[src/rtl/uart_tx_fifo.sv]
// UART transmitter with a small transmit FIFO in front of it.
// Words are queued through a valid/ready port and sent as
// start + data (LSB first) + optional parity + 1 or 2 stop bits.
// Back-to-back frames follow each other with no idle gap.
module uart_tx_fifo #(
    parameter int DATA_BITS  = 8,
    parameter int OVERSAMPLE = 16,
    parameter int FIFO_DEPTH = 8
) (
    input  logic                          tx_clk,
    input  logic                          reset_n,
    input  logic [DATA_BITS-1:0]          uart_data,
    input  logic                          uart_data_valid,
    output logic                          uart_data_ready,
    input  logic [1:0]                    parity_mode,
    input  logic                          two_stop,
    output logic                          uart_tx,
    output logic                          tx_busy,
    output logic [$clog2(FIFO_DEPTH):0]   fifo_level
);

    localparam int PTR_W = $clog2(FIFO_DEPTH);
    localparam int LVL_W = PTR_W + 1;
    localparam int DIV_W = $clog2(OVERSAMPLE);
    localparam int BIT_W = $clog2(DATA_BITS);

    localparam logic [2:0] IDLE   = 3'd0;
    localparam logic [2:0] START  = 3'd1;
    localparam logic [2:0] DATA   = 3'd2;
    localparam logic [2:0] PARITY = 3'd3;
    localparam logic [2:0] STOP   = 3'd4;

    logic [DATA_BITS-1:0] mem [FIFO_DEPTH];
    logic [PTR_W-1:0]     wr_ptr;
    logic [PTR_W-1:0]     rd_ptr;
    logic [DATA_BITS-1:0] head_word;
    logic                 head_parity;

    logic [2:0]           state;
    logic [DIV_W-1:0]     div_cnt;
    logic [BIT_W-1:0]     bit_idx;
    logic [DATA_BITS-1:0] shreg;
    logic                 par_en_q;
    logic                 par_bit_q;
    logic                 two_stop_q;
    logic                 stop_second;

    logic                 push;
    logic                 pop;
    logic                 bit_done;
    logic                 frame_end;

    // Ready depends only on the registered level, never on valid.
    assign uart_data_ready = (fifo_level != LVL_W'(FIFO_DEPTH));
    assign push            = uart_data_valid && uart_data_ready;
    assign bit_done        = (div_cnt == DIV_W'(OVERSAMPLE - 1));
    assign frame_end       = (state == STOP) && bit_done && (!two_stop_q || stop_second);
    assign pop             = (fifo_level != '0) && ((state == IDLE) || frame_end);
    assign head_word       = mem[rd_ptr];

    // Parity of the word about to be popped, using the mode in force at the pop.
    always_comb begin
        // NOTE: default first so every path assigns the output and no latch is inferred.
        head_parity = 1'b1;
        case (parity_mode)
            2'b01:   head_parity = ^head_word;
            2'b10:   head_parity = ~^head_word;
            default: head_parity = 1'b1;
        endcase
    end

    // FIFO storage: written on accept, contents are don't-care until the level says otherwise.
    always_ff @(posedge tx_clk) begin
        // NOTE: the storage array has no reset; the pointers and level define what is valid.
        if (reset_n && push) begin
            mem[wr_ptr] <= uart_data;
        end
    end

    // FIFO pointers and level; pointers wrap naturally, the level tells full from empty.
    always_ff @(posedge tx_clk) begin
        // NOTE: sequential state uses non-blocking assignments so all registers update together.
        if (!reset_n) begin
            wr_ptr     <= '0;
            rd_ptr     <= '0;
            fifo_level <= '0;
        end else begin
            if (push) begin
                wr_ptr <= wr_ptr + 1'b1;
            end
            if (pop) begin
                rd_ptr <= rd_ptr + 1'b1;
            end
            unique case ({push, pop})
                2'b10:   fifo_level <= fifo_level + 1'b1;
                2'b01:   fifo_level <= fifo_level - 1'b1;
                default: fifo_level <= fifo_level;
            endcase
        end
    end

    // Frame sequencer: bit divider, shifter and the registered serial line.
    always_ff @(posedge tx_clk) begin
        if (!reset_n) begin
            state       <= IDLE;
            uart_tx     <= 1'b1;
            tx_busy     <= 1'b0;
            div_cnt     <= '0;
            bit_idx     <= '0;
            shreg       <= '0;
            par_en_q    <= 1'b0;
            par_bit_q   <= 1'b0;
            two_stop_q  <= 1'b0;
            stop_second <= 1'b0;
        end else if (pop) begin
            // Start of a frame, either from idle or straight after a stop period.
            state       <= START;
            uart_tx     <= 1'b0;
            tx_busy     <= 1'b1;
            div_cnt     <= '0;
            bit_idx     <= '0;
            shreg       <= head_word;
            par_en_q    <= (parity_mode != 2'b00);
            par_bit_q   <= head_parity;
            two_stop_q  <= two_stop;
            stop_second <= 1'b0;
        end else if (state == IDLE) begin
            uart_tx <= 1'b1;
            tx_busy <= 1'b0;
            div_cnt <= '0;
        end else if (!bit_done) begin
            div_cnt <= div_cnt + 1'b1;
        end else begin
            div_cnt <= '0;
            case (state)
                START: begin
                    state   <= DATA;
                    uart_tx <= shreg[0];
                    shreg   <= shreg >> 1;
                    bit_idx <= '0;
                end
                DATA: begin
                    if (bit_idx == BIT_W'(DATA_BITS - 1)) begin
                        if (par_en_q) begin
                            state   <= PARITY;
                            uart_tx <= par_bit_q;
                        end else begin
                            state   <= STOP;
                            uart_tx <= 1'b1;
                        end
                    end else begin
                        bit_idx <= bit_idx + 1'b1;
                        uart_tx <= shreg[0];
                        shreg   <= shreg >> 1;
                    end
                end
                PARITY: begin
                    state   <= STOP;
                    uart_tx <= 1'b1;
                end
                STOP: begin
                    if (two_stop_q && !stop_second) begin
                        stop_second <= 1'b1;
                    end else begin
                        // FIFO empty at the end of the frame (a pop would have won above).
                        state   <= IDLE;
                        tx_busy <= 1'b0;
                        uart_tx <= 1'b1;
                    end
                end
                default: begin
                    state   <= IDLE;
                    tx_busy <= 1'b0;
                    uart_tx <= 1'b1;
                end
            endcase
        end
    end

endmodule

[config.mk]
export PLATFORM = sky130hd
export DESIGN_NAME = uart_tx_fifo
export DESIGN_NICKNAME = d
export VERILOG_FILES = /design/src/rtl/uart_tx_fifo.sv
export SDC_FILE = /design/constraint.sdc
export NUM_CORES = 1
export LEC_CHECK = 0
export ABC_AREA = 1
export BUFFER_PORTS_ARGS = -buffer_cell sky130_fd_sc_hd__buf_2
export CORE_ASPECT_RATIO = 1.75
export CORE_UTILIZATION = 35
export DETAILED_ROUTE_END_ITERATION = 16
export SLEW_MARGIN = 30
export SYNTH_ARGS = -nofsm -noshare
export SYNTH_HDL_FRONTEND = slang
export SYNTH_SLANG_ARGS = --single-unit
[constraint.sdc]
create_clock -name tx_clk -period 2.55 [get_ports tx_clk]
set_input_delay 0.51 -clock tx_clk [delete_from_list [all_inputs] [get_ports tx_clk]]
set_output_delay 0.51 -clock tx_clk [all_outputs]
set_load 0.01 [all_outputs]
==> results of run 1 <==
flip-flops by register name, indices dropped and copies added (netlist names), named ones only:
name and count:
bit_idx 3, div_cnt 4, fifo_level 4, mem 64, par_bit_q 1, par_en_q 1
rd_ptr 3, shreg 8, state 3, stop_second 1, two_stop_q 1, tx_busy 1
uart_tx 1, wr_ptr 3
cell usage in the layout (no fill, tap or decap), types with 6 or more instances in the layout:
cell,n
ha_1,11
buf_4,15
clkbuf_16,9
nand2_1,191
buf_2,20
inv_1,79
o21ai_0,23
a21oi_1,28
dfxtp_1,37
nor3_1,6
nor2_1,32
edfxtp_1,64
nand3_1,44
critical path, delay by kind of cell (launching register included):
kind,cells,cell delay [ns]
AOI/OAI and AO/OA,3,0.44
xor gates and xnor gates,1,0.08
adders and majority gates,3,0.58
buffers and inverters,4,0.29
DFF,1,0.36
and+or+nand+nor,5,0.37
logic make-up (layout without fill, tap and decap cells):
logic type | after synthesis | count (layout) | synth area share (%)
AND/OR/NAND/NOR | 279 | 279 | 23.6
flip-flops | 101 | 101 | 55.9
buffers and inverters | 100 | 134 | 9.32
AO/OA/AOI/OAI | 67 | 67 | 7.80
adder cells (fa/ha/maj) | 11 | 11 | 2.89
XOR/XNOR | 3 | 3 | 0.551
final cells by class:
class	count	area share (%)
Timing Repair Buffer	35	3.99
Clock inverter	3	0.423
Sequential cell	101	50.0
Inverter	83	5.89
Clock buffer	13	4.51
Tap cell	174	4.08
Multi-Input combinational cell	360	31.2
power breakdown:
part | total (mW) | internal, mW | leakage, nW | switching, mW
combinational | 2.05 | 0.679 | 1.43 | 1.38
clock | 1.21 | 0.665 | 0.128 | 0.547
sequential | 2.05 | 1.94 | 0.882 | 0.119
total | 5.32 | 3.28 | 2.44 | 2.04
stage by stage:
step	instances	area (µm²)	setup WS (ns)
6_report	769	5330	0.326
2_1_floorplan	561	4770	0.236
4_1_cts	769	5330	0.327
3_5_place_dp	753	5070	0.343
3_3_place_gp	753	5070	0.445
5_1_grt	769	5330	0.00685
metal layers:
layer | GRT usage (%) | share of wire, % | vias to the layer above
li1 | - | - | 1857
met1 | 14.3 | 39 | 1661
met2 | 28.6 | 55 | 75
met3 | 2.58 | 2.7 | 25
met4 | 7.60 | 2.9 | 0
met5 | 0 | 0 | -
how the worst min path moves through the flow:
stage	cells after the start	slack [ns]	to
final	1	0.44	mem[3][7]
after global routing	1	0.45	mem[6][5]
after CTS	1	0.44	mem[3][7]
after detailed placement	1	0.43	register
after global placement	1	0.42	rd_ptr[2]
after floorplan	1	0.41	register
==> results.toml, run 1 <==
[status]
violations = "DRC"
status = "finished, violations left"

[critical_path]
crit_type = "reg -> reg"
arrival_ns = 2.45
reg2regPathDepth = 16
crit_path_start_kind = "register"
r2r_end = "fifo_level[2]"
cp_cell_sequence = "ha_1, nand2_1, inv_1, nand2_1, o21ai_1, nand2_1, inv_2, ha_1, nand2_1, inv_1, nor2_1, ha_1, a21oi_1, xor2_1, o21ai_0, inv_1"
crit_top_cell = "nand2_1"
reg2reg_from = "div_cnt[0]"
reg2reg_setup_slack_ns = 0.33
cp-end-kind = "register"
cp_slowest_stage_delay_ns = 0.36
cp_max_fo = 6
startpoint = "div_cnt[0]"
critPathRequiredTime_ns = 2.78
cp-endpoint = "fifo_level[2]"
crit_path_top_delay_cell = "dfxtp_1"

[global_routing]
first_global_vias = 3488
grt_pass1_wl_um = 16200
grt_overflow = 0
grt_max_degree = 35
grt_antenna_before_repair = 0
globalRouteTotalUtil_pct = 14.6

[placed_design]
dp_hpwl_um = 7080
gp_congestion = 0.801
port_buffers = 20

[cells_and_area]
nNetsFinal = 615
syn_to_final_growth_pct = 11.8
drive_gt1_share_pct = 9.41
insertedDiodeCount = 0
multi_input_area_mm2 = 0.00166
fillers = 1340
post-route-util_pct = 40.0
seqCellArea_mm2 = 0.00266

[timing]
setup_viol = 0
period_needed_ns = 2.22
clock.fmax_mhz = 450
post-route-period-util_pct = 87.2
hold_viol_final = 0
drv_slew = 0
slew_headroom_pct = 69.9
setup-tns-final_ns = 0
worst-slew-pin-transition_ns = 0.452
holdWs_ns = 0.442
finalClockSkew_ns = 0.00612
rsz0062_at_grt = "no"

[clocking]
postCtsSetupBuffers = 0
cts_resized = 0
cts_hold_buf = 0
cts_tree = "yes"
cts_buffers = 9
cts.path.max_buffers = 2
cts.sinks = 101
cts_max_level = 3
worst_skew_pair.late_latency_ns = 0.34
path_clk_slew_ns = 0.06
root_buffer = "clkbuf_16"

[drt]
vias = 3618
antenna_left = 0
drtPass1Iterations = 11
via_per_inst = 4.70
wl_per_cell_um = 12.6
initialDrtViolationCount = 93
post-route-drc-count = 2
wirelength_um = 9730

[synth]
ys_top_cells_by_count = "191 x nand2_1, 79 x inv_1, 64 x edfxtp_1"
synth_edf_count = 64
yosysUniqueCellTypes = 30
synth_ff_type = "edfxtp_1"
synth_nets = 586
synthArstFlopShare_pct = 0
yosys.area.top_type_share_pct = 40.3
synth-seq-cells = 101
yosysTopAreaCell = "edfxtp_1"
synth_area_leaders = "edfxtp_1 40%, dfxtp_1 16%, nand2_1 15%"
synth.most_common_cell = "nand2_1"
syn_inst = 561
synth_sequential_area_ratio_pct = 55.9
yosys_warnings = 0
avgSynthCellArea_um2 = 8.50
synth_area_mm2 = 0.00477

[power_and_ir_drop]
vdd_drop_max_v = 0.000330
cellPowerDensity_mw_per_mm2 = 998
power.leakage_nw = 2.44
total_power_mw = 5.32

[floorplanning]
die_y_um = 156
core_area_mm2 = 0.0133
num_rows = 56
start_util_pct = 35.8
die_area_mm2 = 0.0141
die_x_um = 90.2
io_pins = 21

[run]
cap_violations = 0

[min_path]
min_from = "uart_data[7]"
min_path_type = "in -> reg"
Power figures use the tool's default switching activity.
==> run 2: changes to the inputs <==
--- a/config.mk
+++ b/config.mk
@@ -9,6 +9,7 @@
 export BUFFER_PORTS_ARGS = -buffer_cell sky130_fd_sc_hd__buf_2
 export CORE_ASPECT_RATIO = 1.75
 export CORE_UTILIZATION = 35
+export CTS_BUF_LIST = sky130_fd_sc_hd__clkbuf_8
 export DETAILED_ROUTE_END_ITERATION = 16
 export SLEW_MARGIN = 30
 export SYNTH_ARGS = -nofsm -noshare
==> constraint.sdc (replaced) <==
create_clock -name tx_clk -period 2.55 [get_ports tx_clk]
set_input_delay 0.51 -clock tx_clk [delete_from_list [all_inputs] [get_ports tx_clk]]
set_output_delay 0.51 -clock tx_clk [all_outputs]
set_load 0.1 [all_outputs]
==> run 2 against run 1 <==
  * The flow now finishes without violations
  * Maximum frequency rose by 1.6%
  * Hold slack got worse by 0.020 ns
  * Via count barely moved
  * Non-clock buffer count did not move
  * Register-to-register slack improved by 0.03 ns
  * Clock-buffer cell count fell by 4
  * Combinational power rose by 16%
  * Sequential share of layout area rose by 0.40 points
  * Wire length fell by 0.85%
  * Critical path depth fell by 1
  * Critical path type unchanged
==> results.toml, run 2 (same netlist as run 1, synthesis figures left out) <==
[cells_and_area]
drive_gt1_share_pct = 10.6
finalNonFillerCells = 768
top_regs = "mem x64, shreg x8"
layout_common_cells = "191 x nand2_1, 79 x inv_1, 64 x edfxtp_1"
layout_commonest_cell = "nand2_1"
multi_input_area_mm2 = 0.00167
largest_reg_flops = 64
post-route-util_pct = 39.8
syn_to_final_growth_pct = 11.1
nNetsFinal = 615
top_register = "mem"
seqCellArea_mm2 = 0.00267
insertedDiodeCount = 0
fillers = 1343

[min_path]
worstHoldPathCells = 1
min_path_type = "in -> reg"

[floorplanning]
io_pins = 21
die_area_mm2 = 0.0141
die_x_um = 90.2
core_area_mm2 = 0.0133
die_y_um = 156
start_util_pct = 35.8
num_rows = 56

[clocking]
cts.sinks = 101
cts_max_level = 3
cts_resized = 0
cts_buffers = 9
root_buffer = "clkbuf_8"
worst_skew_pair.late_latency_ns = 0.35
cts_hold_buf = 0
postCtsSetupBuffers = 0
cts.path.max_buffers = 2
path_clk_slew_ns = 0.09
cts_tree = "yes"

[timing]
period_needed_ns = 2.19
hold_viol_final = 0
worst_slack_ns = 0.361
rsz0062_at_grt = "no"
drv_slew = 0
setup_viol = 0
worst-slew-pin-transition_ns = 0.492
finalClockSkew_ns = 0.0109
clock.fmax_mhz = 457
setup-tns-final_ns = 0
post-route-period-util_pct = 85.8
slew_headroom_pct = 67.4

[power_and_ir_drop]
cellPowerDensity_mw_per_mm2 = 1040
p_comb_share_pct = 43.1
switching_share_pct = 42.4
clockPowerShare_pct = 19.4
p_int_mw = 3.17
total_power_mw = 5.51
vdd_drop_max_v = 0.000337
power.leakage_nw = 2.41
p_seq_share_pct = 37.5
p_switching_mw = 2.34

[critical_path]
critPathRequiredTime_ns = 2.80
cp_max_fo = 4
crit_path_start_kind = "register"
crit_type = "reg -> reg"
reg2reg_setup_slack_ns = 0.36
arrival_ns = 2.44
cp-endpoint = "fifo_level[3]"
cp-end-kind = "register"
r2r_end = "fifo_level[3]"
reg2regPathDepth = 15
startpoint = "div_cnt[0]"
reg2reg_from = "div_cnt[0]"

[status]
status = "complete, no violations"

[drt]
vias = 3616
via_per_inst = 4.71
drtPass1Iterations = 6
wl_per_cell_um = 12.6
wirelength_um = 9640
post-route-drc-count = 0
antenna_left = 0
initialDrtViolationCount = 152

[global_routing]
grt_max_degree = 35
grt_pass1_wl_um = 16800
grt_antenna_before_repair = 0
globalRouteTotalUtil_pct = 15.2
first_global_vias = 3578
grt_overflow = 0

[placed_design]
pre_cts_ws_ns = 0.382
gp_congestion = 0.802
placed_cells = 753
port_buffers = 20
dp_hpwl_um = 7060

[run]
cap_violations = 0
-- run 2: changes by cell type in the layout (fill, tap and decap cells not counted), moves of 2 or more --
| cell | before | now |
|---|---|---|
| bufinv_16 | 0 | 2 |
| clkbuf_1 | 4 | 0 |
| clkbuf_16 | 9 | 0 |
| clkbuf_8 | 0 | 9 |
| dfxtp_1 | 37 | 33 |
| dfxtp_2 | 0 | 4 |
-- run 2: area by class of cell --
cell class | instances | share of cell area, %
Tap cell | 174 | 4.11
Clock buffer | 9 | 2.34
Inverter | 83 | 5.93
Sequential cell | 101 | 50.4
Multi-Input combinational cell | 360 | 31.6
Timing Repair Buffer | 35 | 4.02
Clock inverter | 6 | 1.68
-- run 2: how the worst min path moves through the flow --
stage                      start        end  slack (ns)
global route        uart_data[5]  mem[6][5]        0.41
global placement       rd_ptr[2]  rd_ptr[2]        0.43
detailed placement     rd_ptr[2]   register        0.43
finish              uart_data[2]  mem[3][2]        0.42
floorplan              rd_ptr[2]   register        0.41
CTS                 uart_data[2]  mem[2][2]        0.40
-- run 2: per-layer routing --
| layer | up-vias | wire (µm) | track usage, % |
|---|---|---|---|
| li1 | 1855 | - | - |
| met2 | 69 | 5350 | 29.4 |
| met5 | - | 0 | 0 |
| met4 | 0 | 241 | 7.22 |
| met3 | 19 | 260 | 2.58 |
| met1 | 1673 | 3800 | 15.5 |
-- run 2: power by group through the flow --
stage / clock, mW / combinational, mW / sequential (mW)
floorplan: 0 / 1.70 / 2.37
global placement: 0 / 2.34 / 2.10
detailed placement: 0 / 2.38 / 2.10
CTS: 1.09 / 2.39 / 2.06
global route: 1.15 / 2.74 / 2.09
finish: 1.07 / 2.38 / 2.06
-- run 2: stage by stage --
step	area (µm²)	hold slack (ns)
global placement	5080	0.428
floorplan	4780	0.412
global route	5300	0.408
finish	5300	0.422
CTS	5300	0.402
detailed placement	5080	0.432
-- run 2: worst max-delay path: stages (launching register included) --
cell and delay [ns]:
dfxtp_1 0.38, ha_1 0.18, nand2_1 0.06, inv_1 0.07
nand2_1 0.09, o21ai_1 0.14, nand2_1 0.09, inv_2 0.07
ha_1 0.20, nor2_1 0.06, nor2_1 0.14, nand3_1 0.13
o31ai_1 0.10, o211ai_1 0.16, o21ai_0 0.17, a21oi_1 0.05
